===== src/rtl/button_conditioner_pkg.sv =====
// button_pkg: shared types and default timing constants for the push-button
// conditioner.
//   btn_state_t            debounce FSM state encoding
//   DEBOUNCE_CYCLES_DEF    default stable-sample count to accept a press/release
//   LONG_PRESS_CYCLES_DEF  default hold time after the press pulse for long_press
package button_pkg;

    typedef enum logic [1:0] {
        IDLE        = 2'd0,
        PRESS_CHK   = 2'd1,
        HELD        = 2'd2,
        RELEASE_CHK = 2'd3
    } btn_state_t;

    localparam int unsigned DEBOUNCE_CYCLES_DEF   = 16;
    localparam int unsigned LONG_PRESS_CYCLES_DEF = 1000;

endpackage


===== src/rtl/button_conditioner_if.sv =====
// button_conditioner_if: pad-side input and conditioned outputs of the
// push-button conditioner.
//   button_raw    raw, asynchronous, bouncing pad level
//   button_pulse  one-cycle pulse per accepted press
//   button_level  debounced button state
//   long_press    one-cycle pulse when a press has been held long enough
// Modports: master drives the pad and observes the outputs; slave is the
// conditioner itself.
interface button_conditioner_if;

    logic button_raw;
    logic button_pulse;
    logic button_level;
    logic long_press;

    modport master (
        output button_raw,
        input  button_pulse,
        input  button_level,
        input  long_press
    );

    modport slave (
        input  button_raw,
        output button_pulse,
        output button_level,
        output long_press
    );

endinterface


===== src/rtl/button_conditioner_sync_2ff.sv =====
// sync_2ff: 1-bit two-flop synchroniser for an asynchronous pad input.
//   clk  destination clock
//   rst  asynchronous, active-high reset; both stages clear to 0
//   d    asynchronous input
//   q    synchronised output, two edges after d is sampled
module sync_2ff (
    input  logic clk,
    input  logic rst,
    input  logic d,
    output logic q
);

    logic stage1;

    // First stage may go metastable; the second gives it a full cycle to settle.
    always_ff @(posedge clk or posedge rst) begin
        if (rst) begin
            stage1 <= 1'b0;
            q      <= 1'b0;
        end else begin
            stage1 <= d;
            q      <= stage1;
        end
    end

endmodule


===== src/rtl/button_conditioner.sv =====
// button_conditioner: synchronises, debounces and edge-detects a push button
// for the downstream sequencing controller.
//   clk   system clock, rising edge
//   rst   asynchronous, active-high reset
//   btn   slave side of button_conditioner_if:
//           button_raw   (in)  raw pad level
//           button_pulse (out) one cycle per accepted press
//           button_level (out) debounced state, high in HELD/RELEASE_CHK
//           long_press   (out) one cycle, LONG_PRESS_CYCLES edges after the
//                              press pulse if still held, at most once a press
// All outputs are registered; nothing combinational runs from button_raw.
module button_conditioner
    import button_pkg::*;
#(
    parameter int unsigned DEBOUNCE_CYCLES   = DEBOUNCE_CYCLES_DEF,
    parameter int unsigned LONG_PRESS_CYCLES = LONG_PRESS_CYCLES_DEF
) (
    input  logic              clk,
    input  logic              rst,
    button_conditioner_if.slave btn
);

    localparam int unsigned DCNT_W = $clog2(DEBOUNCE_CYCLES + 1);
    localparam int unsigned HCNT_W = $clog2(LONG_PRESS_CYCLES + 1);

    localparam logic [DCNT_W-1:0] DCNT_LAST = DCNT_W'(DEBOUNCE_CYCLES - 1);
    localparam logic [HCNT_W-1:0] HCNT_MAX  = HCNT_W'(LONG_PRESS_CYCLES);
    localparam logic [HCNT_W-1:0] HCNT_LAST = HCNT_W'(LONG_PRESS_CYCLES - 1);

    btn_state_t        state;
    logic [DCNT_W-1:0] dcnt;
    logic [HCNT_W-1:0] hcnt;
    logic              sync2;
    logic              pulse;
    logic              level;
    logic              long_hit;

    // Bring the pad into the clk domain; only the second stage is used.
    sync_2ff u_sync (
        .clk (clk),
        .rst (rst),
        .d   (btn.button_raw),
        .q   (sync2)
    );

    // Debounce FSM, stability/hold counters and registered outputs.
    always_ff @(posedge clk or posedge rst) begin
        if (rst) begin
            state    <= IDLE;
            dcnt     <= '0;
            hcnt     <= '0;
            pulse    <= 1'b0;
            level    <= 1'b0;
            long_hit <= 1'b0;
        end else begin
            pulse    <= 1'b0;
            long_hit <= 1'b0;

            case (state)
                IDLE: begin
                    if (sync2) begin
                        state <= PRESS_CHK;
                        dcnt  <= '0;
                    end
                end

                PRESS_CHK: begin
                    if (!sync2) begin
                        // Bounce: drop back without any output.
                        state <= IDLE;
                        dcnt  <= '0;
                    end else if (dcnt == DCNT_LAST) begin
                        state <= HELD;
                        dcnt  <= '0;
                        hcnt  <= '0;
                        pulse <= 1'b1;
                        level <= 1'b1;
                    end else begin
                        dcnt <= dcnt + DCNT_W'(1);
                    end
                end

                HELD: begin
                    if (!sync2) begin
                        state <= RELEASE_CHK;
                        dcnt  <= '0;
                    end
                end

                RELEASE_CHK: begin
                    if (sync2) begin
                        // Release bounce: resume the same press, hold time kept.
                        state <= HELD;
                        dcnt  <= '0;
                    end else if (dcnt == DCNT_LAST) begin
                        state <= IDLE;
                        dcnt  <= '0;
                        level <= 1'b0;
                    end else begin
                        dcnt <= dcnt + DCNT_W'(1);
                    end
                end

                default: begin
                    state <= IDLE;
                    dcnt  <= '0;
                    level <= 1'b0;
                end
            endcase

            // Hold timer saturates, so long_press can fire only once per press.
            if (state == HELD || state == RELEASE_CHK) begin
                if (hcnt != HCNT_MAX) begin
                    hcnt <= hcnt + HCNT_W'(1);
                end
                if (hcnt == HCNT_LAST) begin
                    long_hit <= 1'b1;
                end
            end
        end
    end

    assign btn.button_pulse = pulse;
    assign btn.button_level = level;
    assign btn.long_press   = long_hit;

endmodule


===== src/flat_wrapper.sv =====
// flat-port wrapper written by rule: the top's interface ports become plain ports
module button_conditioner_flat import button_pkg::*;
#(
    parameter int unsigned DEBOUNCE_CYCLES   = DEBOUNCE_CYCLES_DEF,
    parameter int unsigned LONG_PRESS_CYCLES = LONG_PRESS_CYCLES_DEF
)
  (clk, rst, btn_button_raw, btn_button_pulse, btn_button_level, btn_long_press);
  button_conditioner_if btn_i ();
  input  logic clk;
  input  logic rst;
  input wire logic [$bits(btn_i.button_raw)-1:0] btn_button_raw;
  output wire logic [$bits(btn_i.button_pulse)-1:0] btn_button_pulse;
  output wire logic [$bits(btn_i.button_level)-1:0] btn_button_level;
  output wire logic [$bits(btn_i.long_press)-1:0] btn_long_press;
  assign btn_i.button_raw = btn_button_raw;
  assign btn_button_pulse = btn_i.button_pulse;
  assign btn_button_level = btn_i.button_level;
  assign btn_long_press = btn_i.long_press;
  button_conditioner #(.DEBOUNCE_CYCLES(DEBOUNCE_CYCLES), .LONG_PRESS_CYCLES(LONG_PRESS_CYCLES)) u_core (.clk(clk), .rst(rst), .btn(btn_i));
endmodule

===== config.mk =====
export PLATFORM = sky130hd
export DESIGN_NAME = button_conditioner_flat
export DESIGN_NICKNAME = d
export VERILOG_FILES = /design/src/rtl/button_conditioner_pkg.sv /design/src/rtl/button_conditioner_if.sv /design/src/rtl/button_conditioner_sync_2ff.sv /design/src/rtl/button_conditioner.sv /design/src/flat_wrapper.sv
export SDC_FILE = /design/constraint.sdc
export NUM_CORES = 1
export LEC_CHECK = 0
export BUFFER_PORTS_ARGS = -buffer_cell sky130_fd_sc_hd__buf_4
export CAP_MARGIN = 20
export CORE_AREA = 2 2 61 63
export CTS_BUF_LIST = sky130_fd_sc_hd__clkbuf_8
export CTS_CLUSTER_SIZE = 10
export DETAILED_ROUTE_END_ITERATION = 8
export DIE_AREA = 0 0 63 65
export PLACE_DENSITY = 0.59
export SETUP_SLACK_MARGIN = 0.1
export SYNTH_ARGS = -nofsm -noshare
export SYNTH_HDL_FRONTEND = slang
export SYNTH_HIERARCHICAL = 1
export SYNTH_SLANG_ARGS = --single-unit

===== constraint.sdc =====
create_clock -name clk -period 2.55 [get_ports clk]
set_input_delay 0.51 -clock clk [delete_from_list [all_inputs] [get_ports clk]]
set_output_delay 0.51 -clock clk [all_outputs]
set_load 0.01 [all_outputs]

# --- Yosys cells after proc, flatten, opt, wreduce, memory -nomap -nowiden ---
# Cells that the tools add are included.
classes:
  addsub: 2
  n_eq_ne: 14
  muxes: 28
  n_reduce_logical: 6
op_table:
  columns: ["op", "n"]
  rows:
  - ["$mux W10", 5]
  - ["$mux W5", 5]
  - ["$pmux W5 S4", 1]
  - ["$mux W2", 6]
  - ["$add A10 B1 Y10 const B", 1]
  - ["$eq A10 B10 Y1 const B", 1]
  - ["$ne A10 B10 Y1 const B", 1]
  - ["$mux W1", 9]
  - ["$ne A2 B2 Y1 const B", 4]
  - ["$pmux W2 S4", 1]
  - ["$ne A3 B2 Y1 const B", 2]
  - ["$add A5 B1 Y5 const B", 1]
  - ["$eq A5 B4 Y1 const B", 1]
  - ["$reduce_and A5 Y1", 1]
  - ["$eq A2 B2 Y1 const B", 2]
  - ["$ne A2 B1 Y1 const B", 2]
  - ["$reduce_and A4 Y1", 1]
  - ["$eq A2 B1 Y1 const B", 1]
  - ["$logic_not A2 Y1", 1]
  - ["$pmux W1 S2", 1]
  - ["$reduce_and A2 Y1", 1]
  - ["$reduce_bool A2 Y1", 1]
  - ["$logic_or A1 B1 Y1", 1]
word_totals:
  regBits: 22
  elab_cells: 58

# --- Longest topological paths before layout ---
# Gate-level depths: netlist of run 1.
logic_depth:
  ltp_word: 6
  depth_mapped: 6
  ltp_nobuf: 6

# --- Hierarchy ---
# Netlist of run 1, hierarchy kept.
by_module_without_submodules:
  columns: ["module", "n_inst", "cells_per_inst", "area_per_inst_um2", "seq_area_each_um2"]
  rows:
  - ["button_conditioner", 1, 113, 1112.3, 500.5]
  - ["sync_2ff", 1, 3, 53.8, 50.0]

# --- Worst setup path before layout of run 1 ---
# No wires, ideal clock.
synth_path:
  kind: "flip-flop to flip-flop"
  start: "register u_core.hcnt[0]"
  end: "register u_core.hcnt[8]"
  setup_time_ns: 0.124
  arrival_ns: 1.541
  t_required_ns: 2.426
  path_slack_ns: 0.885
  stages_incl_launch_ff: 7
  n_path_buf: 0
  period_less_slack_ns: 1.665
  cell_sequence: "dfrtp_1 -> inv_1 -> ha_1 -> nand3b_1 -> o31a_1 -> and3_1 -> a211o_1"
synth_via:
  elab_chain_len: 3
  word_cells_on_any_way: 4
  cone_classes: "1 x add/sub; 1 x eq/ne; 2 x mux"
synth_rtl:
  columns: ["item", "line_no", "rtl"]
  rows:
  - ["from (decl)", "button_conditioner.sv:32", "logic [HCNT_W-1:0] hcnt;"]
  - ["from (signal assigned)", "button_conditioner.sv:114", "hcnt <= hcnt + HCNT_W'(1);"]
  - ["$add A10 B1 Y10 / $ne A10 B10 Y1 (equally long branches)", "button_conditioner.sv:114, button_conditioner.sv:113", null]
  - ["$mux W10 *", "button_conditioner.sv:113", "if (hcnt != HCNT_MAX) begin"]
  - ["$mux W10 *", "button_conditioner.sv:112", "if (state == HELD || state == RELEASE_CHK) begin"]
# Mark *: on every way between the ends. The rest lies on a longest branch, timed or not.
# A chain may end at the register's enable or synchronous reset.

# --- Final worst setup path of run 1 ---
# Ends and elaborated chain as after synthesis.

==> impl_metrics.py, run 1 <==
metrics = {
    "floorplanning": {
        "die_h_um": 65,
        "die_area_um2": 4100,
        "rows": 22,
        "ios": 6,
        "core_um2": 3500,
        "start_util": 0.334,
        "die_x_um": 63,
    },
    "pwr": {
        "p_leak_nw": 0.615,
        "vdd_drop_max_v": 0.000380,
        "power.density_nw_per_um2": 532,
    },
    "place": {
        "dp.cells": 166,
        "dpl.hpwl_mm": 1.66,
        "port_buffers": 5,
        "dp_slack_ps": 720,
        "place_congestion": 0.841,
    },
    "layout": {
        "layout_commonest_cell": "dfrtp_1",
        "layout_common_cells": "dfrtp_1, nand2_1, nor2_1, inv_1",
        "antenna_cells": 0,
        "final_layout_size_suffix_gt1_frac": 0.131,
        "syn_to_final_growth_pct": 13.5,
        "postLayoutCoreUtil": 0.379,
        "stdcell_count": 170,
        "fill_cells": 372,
        "fin_nets": 129,
    },
    "global_routing": {
        "grt_usage": 0.126,
        "overflow": 0,
        "grt_pass1_wl_mm": 4.11,
        "antenna_found_initial": 0,
        "grt_max_degree": 21,
        "grt_pass1_vias": 955,
    },
    "routing": {
        "drt_iter0_drc": 35,
        "drt_pre_antenna_iters": 4,
        "vias": 894,
        "ant_nets": 0,
        "viasPerCell": 5.26,
        "routed_wl_mm": 2.26,
        "wl_per_cell_um": 13.3,
        "drc": 0,
    },
    "synth": {
        "synth_area_um2": 1170,
        "avgSynthCellArea_um2": 10.1,
        "ys_types": 37,
        "syn_inst": 116,
        "yosysWarningCount": 6,
        "synth_edf_count": 0,
        "yosys.area.top_type": "dfrtp_1",
        "async_reset_ff_frac": 1.00,
        "synth_ff_type": "dfrtp_1",
        "synth_nets": 122,
        "synth.top_cell.area_share": 0.472,
        "yosysSeqAreaShare": 0.472,
        "ys_top_cells_by_area": "dfrtp_1, nand2_1, ha_1",
        "ys_seq_elements": 22,
    },
    "sta": {
        "whs_ps": 93.8,
        "postLayoutSetupSlackWorst_ps": 709,
        "setup_violations": 0,
        "min_period_over_period": 0.722,
        "layout_min_cycle_time_ps": 1840,
        "slew_violations": 0,
        "rsz0062_at_grt": "no",
        "slew_headroom": 0.486,
        "fin_setup_tns_ps": 0,
        "skew_ps": 3.06,
        "max_freq_mhz": 543,
        "hold_violations": 0,
        "tightest_slew_ps": 766,
    },
    "clock_network": {
        "cts_resized": 0,
        "cts_tree": "done",
        "htreeDepth": 1,
        "holdBufCountCts": 0,
        "clk_path_buf_depth": 2,
        "post_cts_buffers": 0,
        "root_buffer": "clkbuf_8",
        "insertion_delay_ps": 260,
        "cts_buffers": 3,
        "cts_sinks": 22,
        "clk_pin_slew_ps": 80,
    },
    "worst_setup_path": {
        "worstSetupPathType": "flip-flop to flip-flop",
        "critPathCaptureType": "flip-flop",
        "cp_max_fo": 8,
        "r2r_slack_ps": 710,
        "arrival_ps": 1990,
        "critPathRequiredTime_ps": 2700,
        "cp-start-kind": "flip-flop",
    },
    "status": {
        "status": "finished clean",
    },
    "run": {
        "maxCapViolCount": 0,
    },
    "hold_path": {
        "hold_path.class": "input pin to async pin",
    },
}
-- final timing paths --
kind                                           startpoint                        endpoint  cells after the start
setup / recovery                 u_core/hcnt[0]$_DFF_PP0_        u_core/hcnt[8]$_DFF_PP0_                      6
max in group asynchronous                             rst        u_core/hcnt[7]$_DFF_PP0_                      2
setup reg to reg                 u_core/hcnt[0]$_DFF_PP0_        u_core/hcnt[8]$_DFF_PP0_                      6
hold / removal                                        rst       u_core/u_sync/q$_DFF_PP0_                      2
min in group clk                           btn_button_raw  u_core/u_sync/stage1$_DFF_PP0_                      1
hold reg to reg            u_core/u_sync/stage1$_DFF_PP0_       u_core/u_sync/q$_DFF_PP0_                      0
-- logic make-up (layout without fill, tap and decap cells) --
| kind of cell | count (synthesis) | count (layout) | synth area share |
|---|---|---|---|
| compound gates | 24 | 24 | 0.146 |
| xor+xnor | 4 | 4 | 0.0300 |
| fa+ha+maj | 3 | 3 | 0.0322 |
| buf+inv | 10 | 16 | 0.0322 |
| flops | 22 | 22 | 0.472 |
| mux | 4 | 4 | 0.0526 |
| simple gates | 49 | 49 | 0.235 |
-- routing by layer --
metal,share of wire,global-route usage
met5,0,0
met4,0.016,0.0472
met3,0.029,0.0226
met2,0.54,0.238
met1,0.42,0.141
-- layout make-up --
class / instances / area, um^2 / share of cell area
Multi-Input combinational cell: 84 / 578 / 0.437
Sequential cell: 22 / 551 / 0.416
Tap cell: 48 / 60.1 / 0.0454
Clock buffer: 3 / 41.3 / 0.0312
Timing Repair Buffer: 5 / 37.5 / 0.0284
Clock inverter: 1 / 30.0 / 0.0227
Inverter: 7 / 26.3 / 0.0198
-- worst max-delay path, stage by stage, from the launching register on --
cell      delay [ps]
dfrtp_1          470
inv_1             90
ha_1             150
nand3b_1         160
o31a_1           390
and3_1           200
a211o_1          260
-- through the flow --
stage / total power [mW] / instance area, um^2
after global routing: 0.736 / 1320
after detailed placement: 0.389 / 1250
after global placement: 0.388 / 1250
final: 0.704 / 1320
after floorplan: 0.382 / 1170
after CTS: 0.716 / 1320
-- state kept, by name, summed over array words and instances (netlist names), named ones only --
register and count:
u_core/hcnt 10, u_core/state 1, u_core/btn.button_level 1, u_core/u_sync/q 1, u_core/btn.button_pulse 1, u_core/btn.long_press 1
u_core/u_sync/stage1 1, u_core/dcnt 5
-- synthesized netlist by cell type (2+ instances only) --
cell	count
a211o_1	4
dfrtp_1	22
nand2_1	15
nand3_1	5
ha_1	3
nor4_1	2
o21ai_1	2
and3_1	5
nor3_1	4
a31oi_1	2
a21oi_1	5
nor2_1	7
xnor2_1	4
nor3b_1	2
o21ai_0	5
clkbuf_1	2
inv_1	7
-- where the power goes --
group | switching (mW) | internal [mW]
registers | 0.00663 | 0.354
clock network | 0.112 | 0.210
logic | 0.0140 | 0.00755
Note: power is estimated with default switching activity, not from simulation.
==> inputs of run 2 (changes only) <==
Settings changed: ABC_AREA from default to 1, CORE_AREA 2 2 61 63 to 2 2 63 65, DIE_AREA 0 0 63 65 to 0 0 65 67.
Clock period 2.55 ns to 1.8 ns, I/O delays scaled along.
==> run 2 against run 1 <==
  * Design area increased by 5.0%
  * Non-clock buffer count increased by 2
  * Fmax increased by 35%
  * Clock skew decreased by 0.93 ps
  * Synthesized cell count increased by 30%
  * Largest power group unchanged
  * Area after synthesis increased by 5.6%
  * Worst hold slack improved by 110 ps
  * Final cell count increased by 23%
  * Clock-buffer cell count increased by 1
  * Largest cell class unchanged
  * Sequential power increased by 41%
  * Combinational power increased by 82%
==> impl_metrics.py, run 2 <==
metrics = {
    "floorplanning": {
        "core_um2": 3610,
        "rows": 22,
        "die_x_um": 65,
        "die_area_um2": 4360,
        "ios": 6,
        "start_util": 0.341,
        "die_h_um": 67,
    },
    "clock_network": {
        "insertion_delay_ps": 260,
        "clk_pin_slew_ps": 80,
        "cts_resized": 0,
        "cts_tree": "done",
        "holdBufCountCts": 1,
        "htreeDepth": 1,
        "root_buffer": "clkbuf_8",
        "cts_buffers": 3,
        "post_cts_buffers": 0,
        "clk_path_buf_depth": 2,
        "cts_sinks": 22,
    },
    "status": {
        "status": "finished clean",
    },
    "place": {
        "port_buffers": 5,
        "place_congestion": 0.869,
        "dp.cells": 204,
        "dpl.hpwl_mm": 1.67,
        "dp_slack_ps": 443,
        "post_dp_cell_area_um2": 1330,
    },
    "synth": {
        "avgSynthCellArea_um2": 8.15,
        "synth_top_cells_by_count": "nand2_1, dfrtp_1, inv_1, nand3_1, nor2_1",
        "yosysWarningCount": 6,
        "ys_seq_elements": 22,
        "synth_ff_type": "dfrtp_1",
        "synth_nets": 157,
        "yosysMostFrequentCell": "nand2_1",
        "syn_inst": 151,
        "yosysSeqAreaShare": 0.447,
        "synth_area_um2": 1230,
        "yosys.area.top_type": "dfrtp_1",
        "ys_top_cells_by_area": "dfrtp_1, nand2_1, inv_1",
        "synth_edf_count": 0,
        "async_reset_ff_frac": 1.00,
        "ys_types": 27,
        "synth.top_cell.area_share": 0.447,
    },
    "routing": {
        "drt_iter0_drc": 78,
        "drc": 0,
        "vias": 919,
        "viasPerCell": 4.40,
        "ant_nets": 0,
        "wl_per_cell_um": 10.4,
        "drt_pre_antenna_iters": 5,
        "routed_wl_mm": 2.18,
    },
    "worst_setup_path": {
        "critPathRequiredTime_ps": 1950,
        "r2r_slack_ps": 440,
        "cp_max_fo": 7,
        "critPathCaptureType": "flip-flop",
        "cp-start-kind": "flip-flop",
        "worstSetupPathType": "flip-flop to flip-flop",
        "ff2ff_path_depth": 9,
        "r2r-start": "u_core/hcnt[0]$_DFF_PP0_",
        "arrival_ps": 1510,
        "rr_endpoint": "u_core/hcnt[3]$_DFF_PP0_",
    },
    "pwr": {
        "vdd_drop_max_v": 0.000225,
        "power.density_nw_per_um2": 645,
        "p_leak_nw": 0.698,
    },
    "layout": {
        "stdcell_count": 209,
        "fill_cells": 372,
        "largest_registers": "u_core/hcnt x10, u_core/dcnt x5",
        "final_layout_size_suffix_gt1_frac": 0.236,
        "top_register": "u_core/hcnt",
        "postLayoutCellArea_um2": 1390,
        "fin_nets": 168,
        "layout_commonest_cell": "nand2_1",
        "seqCellArea_um2": 551,
        "largest_register_ffs": 10,
        "syn_to_final_growth_pct": 12.9,
        "multiInputGateArea_um2": 568,
        "layout_common_cells": "nand2_1, dfrtp_1, inv_1, nand3_1, nor2_1",
        "antenna_cells": 0,
    },
    "global_routing": {
        "grt_usage": 0.120,
        "grt_pass1_wl_mm": 3.98,
        "grt_max_degree": 21,
        "overflow": 0,
        "grt_pass1_vias": 907,
        "antenna_found_initial": 0,
    },
    "sta": {
        "fin_setup_tns_ps": 0,
        "slew_violations": 0,
        "whs_ps": 204,
        "tightest_slew_ps": 368,
        "max_freq_mhz": 734,
        "min_period_over_period": 0.757,
        "setup_violations": 0,
        "layout_min_cycle_time_ps": 1360,
        "postLayoutSetupSlackWorst_ps": 438,
        "rsz0062_at_grt": "no",
        "slew_headroom": 0.755,
        "hold_violations": 0,
        "skew_ps": 2.13,
    },
    "hold_path": {
        "hold_path.class": "input pin to flip-flop",
        "holdPathEnd": "u_core/u_sync/stage1$_DFF_PP0_",
        "min_path_cells": 1,
        "worstHoldStart": "btn_button_raw",
    },
    "run": {
        "maxCapViolCount": 0,
    },
}
## run 2: through the flow
| step | power, mW | utilization |
|---|---|---|
| 2_1_floorplan | 0.542 | - |
| 3_3_place_gp | 0.554 | 0.367 |
| 3_5_place_dp | 0.556 | 0.367 |
| 4_1_cts | 0.913 | 0.385 |
| 5_1_grt | 0.945 | 0.385 |
| 6_report | 0.896 | 0.385 |
## run 2: final cells by class
type / instances / share of cell area
timing repair buffer: 7 / 0.0396
clock buffer: 4 / 0.0396
tap: 48 / 0.0432
multi-input combinational: 101 / 0.409
inverter: 27 / 0.0729
sequential: 22 / 0.396
## run 2: worst max-delay path: stages, from the launching register on
cell and delay (ps):
dfrtp_1 400, inv_1 110, ha_1 160, nand2_1 50
inv_1 90, nand3_4 120, nand2_4 130, inv_2 70
nand2_1 70, o21ai_2 50
## run 2: worst max-delay path by stage
stage	end	cells after the start	slack [ps]	from
finish	u_core/hcnt[3]$_DFF_PP0_	9	440	u_core/hcnt[0]$_DFF_PP0_
global placement	u_core/hcnt[2]$_DFF_PP0_	9	460	u_core/hcnt[0]$_DFF_PP0_
CTS	u_core/hcnt[3]$_DFF_PP0_	9	430	u_core/hcnt[0]$_DFF_PP0_
floorplan	u_core/hcnt[3]$_DFF_PP0_	9	580	u_core/hcnt[0]$_DFF_PP0_
detailed placement	u_core/hcnt[2]$_DFF_PP0_	9	440	u_core/hcnt[0]$_DFF_PP0_
global route	u_core/hcnt[5]$_DFF_PP0_	8	300	u_core/dcnt[0]$_DFFE_PP0P_
## run 2: metal layers
metal	global-route usage	part of all wire	vias up
met4	0.0638	0.014	0
li1	-	-	493
met1	0.156	0.50	409
met5	0	0	-
met2	0.193	0.46	15
met3	0.0152	0.027	2
## run 2: where the power goes
| part | leakage [nW] | total [mW] | internal (mW) | switching [mW] |
|---|---|---|---|---|
| sequential | 0.299 | 0.507 | 0.501 | 0.00583 |
| combinational | 0.370 | 0.0392 | 0.0146 | 0.0245 |
| clock | 0.0288 | 0.350 | 0.195 | 0.156 |
| total | 0.698 | 0.896 | 0.710 | 0.186 |
## run 2: cells by family after synthesis
kind of cell | share of synthesized area
mux | 0.00813
buf+inv | 0.0915
xor+xnor | 0.0142
flops | 0.447
compound gates | 0.0793
simple gates | 0.329
fa+ha+maj | 0.0305
==> inputs of run 3 (changes only) <==
Settings changed: PLACE_DENSITY 0.59 to 0.61.
Clock period 1.8 ns to 1.2 ns, I/O delays scaled along.
==> run 3 against run 2 <==
  * The run now ends with negative setup slack left
  * Wire length is 27% higher
  * Clock-buffer cell count unchanged
  * Fmax grew 8.3%
  * Critical path depth unchanged
  * Critical path type unchanged
  * Final cell count up 12%
  * Worst hold slack got worse by 120 ps
  * Largest cell class unchanged
  * Sequential cell count is the same
  * Power increased by 55%
  * Combinational power grew to 2.6 times the previous value
  * Sequential share of layout area is 8.4 points lower
==> impl_metrics.py, run 3 (synthesized netlist as in run 2, its figures left out) <==
metrics = {
    "status": {
        "status": "complete, but fails checks",
        "failed_checks": "negative setup slack",
    },
    "clock_network": {
        "clk_pin_slew_ps": 70,
        "insertion_delay_ps": 260,
        "clk_path_buf_depth": 2,
        "cts_sinks": 22,
        "root_buffer": "clkbuf_8",
        "htreeDepth": 1,
        "cts_buffers": 3,
        "cts_tree": "done",
    },
    "routing": {
        "routed_wl_mm": 2.76,
        "ant_nets": 0,
        "drt_pre_antenna_iters": 4,
        "drc": 0,
        "vias": 1076,
        "drt_iter0_drc": 39,
        "viasPerCell": 4.58,
        "wl_per_cell_um": 11.8,
    },
    "sta": {
        "rsz0062_at_grt": "yes",
        "skew_ps": 7.88,
        "tightest_slew_ps": 272,
        "layout_min_cycle_time_ps": 1260,
        "slew_violations": 0,
        "min_period_over_period": 1.05,
        "postLayoutSetupSlackWorst_ps": -57.2,
        "slew_headroom": 0.819,
        "setup_violations": 11,
        "hold_violations": 0,
        "max_freq_mhz": 795,
    },
    "pwr": {
        "power_mw": 1.39,
        "sw_frac_of_total": 0.215,
        "p_leak_nw": 0.856,
        "power.share.clock": 0.377,
        "vdd_drop_max_v": 0.000327,
        "pwr-share-seq": 0.549,
        "power_frac_comb": 0.074,
        "p_switching_mw": 0.298,
        "p_int_mw": 1.09,
        "power.density_nw_per_um2": 786,
    },
    "place": {
        "place_congestion": 0.900,
        "port_buffers": 5,
        "dp_slack_ps": -105,
        "dpl.hpwl_mm": 1.89,
        "post_dp_cell_area_um2": 1470,
    },
    "floorplanning": {
        "die_area_um2": 4360,
        "core_um2": 3610,
        "ios": 6,
        "die_x_um": 65,
        "start_util": 0.341,
        "die_h_um": 67,
        "rows": 22,
    },
    "hold_path": {
        "hold_path.class": "input pin to flip-flop",
    },
    "global_routing": {
        "grt_usage": 0.137,
        "grt_max_degree": 21,
        "grt_pass1_vias": 1085,
        "overflow": 0,
        "grt_pass1_wl_mm": 4.57,
        "antenna_found_initial": 0,
    },
    "worst_setup_path": {
        "cp-start-kind": "flip-flop",
        "worstSetupPathType": "flip-flop to flip-flop",
        "critPathRequiredTime_ps": 1350,
        "arrival_ps": 1410,
        "r2r_slack_ps": -60,
        "critPathCaptureType": "flip-flop",
        "cp_max_fo": 7,
    },
    "layout": {
        "top_register": "u_core/hcnt",
        "postLayoutCoreUtil": 0.490,
        "largest_registers": "u_core/hcnt x10, u_core/dcnt x5",
        "largest_register_ffs": 10,
        "fill_cells": 355,
        "antenna_cells": 0,
        "postLayoutCellArea_um2": 1770,
        "syn_to_final_growth_pct": 43.6,
        "multiInputGateArea_um2": 732,
        "layout_common_cells": "buf_4, nand2_1, dfrtp_1, nand2_2",
        "final_layout_size_suffix_gt1_frac": 0.508,
        "seqCellArea_um2": 552,
        "fin_nets": 194,
        "layout_commonest_cell": "buf_4",
    },
    "run": {
        "maxCapViolCount": 0,
    },
}
[run 3: repair_timing]
item / CTS / global route
hold buffers: 1 / 0
pin swaps: 8 / 14
gates resized for setup: 15 / 25
endpoints found under the hold margin: 2 / 0
buffers inserted: 7 / 4
endpoints found under the setup margin: 15 / 18
[run 3: final cells by class]
type	instances	share of cell area
Clock buffer	4	0.0311
Inverter	27	0.0587
Multi-Input combinational cell	101	0.414
Sequential cell	22	0.312
Tap cell	48	0.0340
Timing Repair Buffer	33	0.150
[run 3: critical path: stages (launching register included)]
cell and delay [ps]:
dfrtp_1 410, inv_2 90, ha_4 130, nand2_2 50, inv_2 80, nand3_4 130
nand2_8 120, inv_4 50, nand2_2 50, o21ai_2 40
[run 3: worst paths after layout]
kind                                                      from                              to  depth (start not counted)
worst max-delay path                  u_core/hcnt[1]$_DFF_PP0_        u_core/hcnt[0]$_DFF_PP0_                          9
worst min register to register  u_core/u_sync/stage1$_DFF_PP0_       u_core/u_sync/q$_DFF_PP0_                          0
worst min-delay path                            btn_button_raw  u_core/u_sync/stage1$_DFF_PP0_                          1
worst max register to register        u_core/hcnt[1]$_DFF_PP0_        u_core/hcnt[0]$_DFF_PP0_                          9
max in group asynchronous                                  rst        u_core/hcnt[2]$_DFF_PP0_                          4
min in group asynchronous                                  rst       u_core/u_sync/q$_DFF_PP0_                          3
[run 3: routing by layer]
| layer | global-route usage | up-vias | share of wire |
|---|---|---|---|
| li1 | - | 553 | - |
| met1 | 0.158 | 507 | 0.41 |
| met2 | 0.253 | 14 | 0.56 |
| met3 | 0.0203 | 2 | 0.025 |
| met4 | 0.0505 | 0 | 0.0051 |
| met5 | 0 | - | 0 |
[run 3: power groups by stage]
stage	clock network, mW	logic, mW	registers, mW
final	0.524	0.103	0.762
after global routing	0.582	0.115	0.764
after CTS	0.560	0.0884	0.759
after detailed placement	0	0.0732	0.774
after global placement	0	0.0721	0.773
after floorplan	0	0.0411	0.774
[run 3: metrics by stage]
stage / hold slack [ps] / TNS [ps] / cells
final: 86.7 / -478 / 235
after global routing: 71.7 / -1450 / 235
after global placement: 104 / -400 / 220
after CTS: 75.2 / -581 / 232
after floorplan: -18.8 / -6.87 / 151
after detailed placement: 110 / -800 / 220
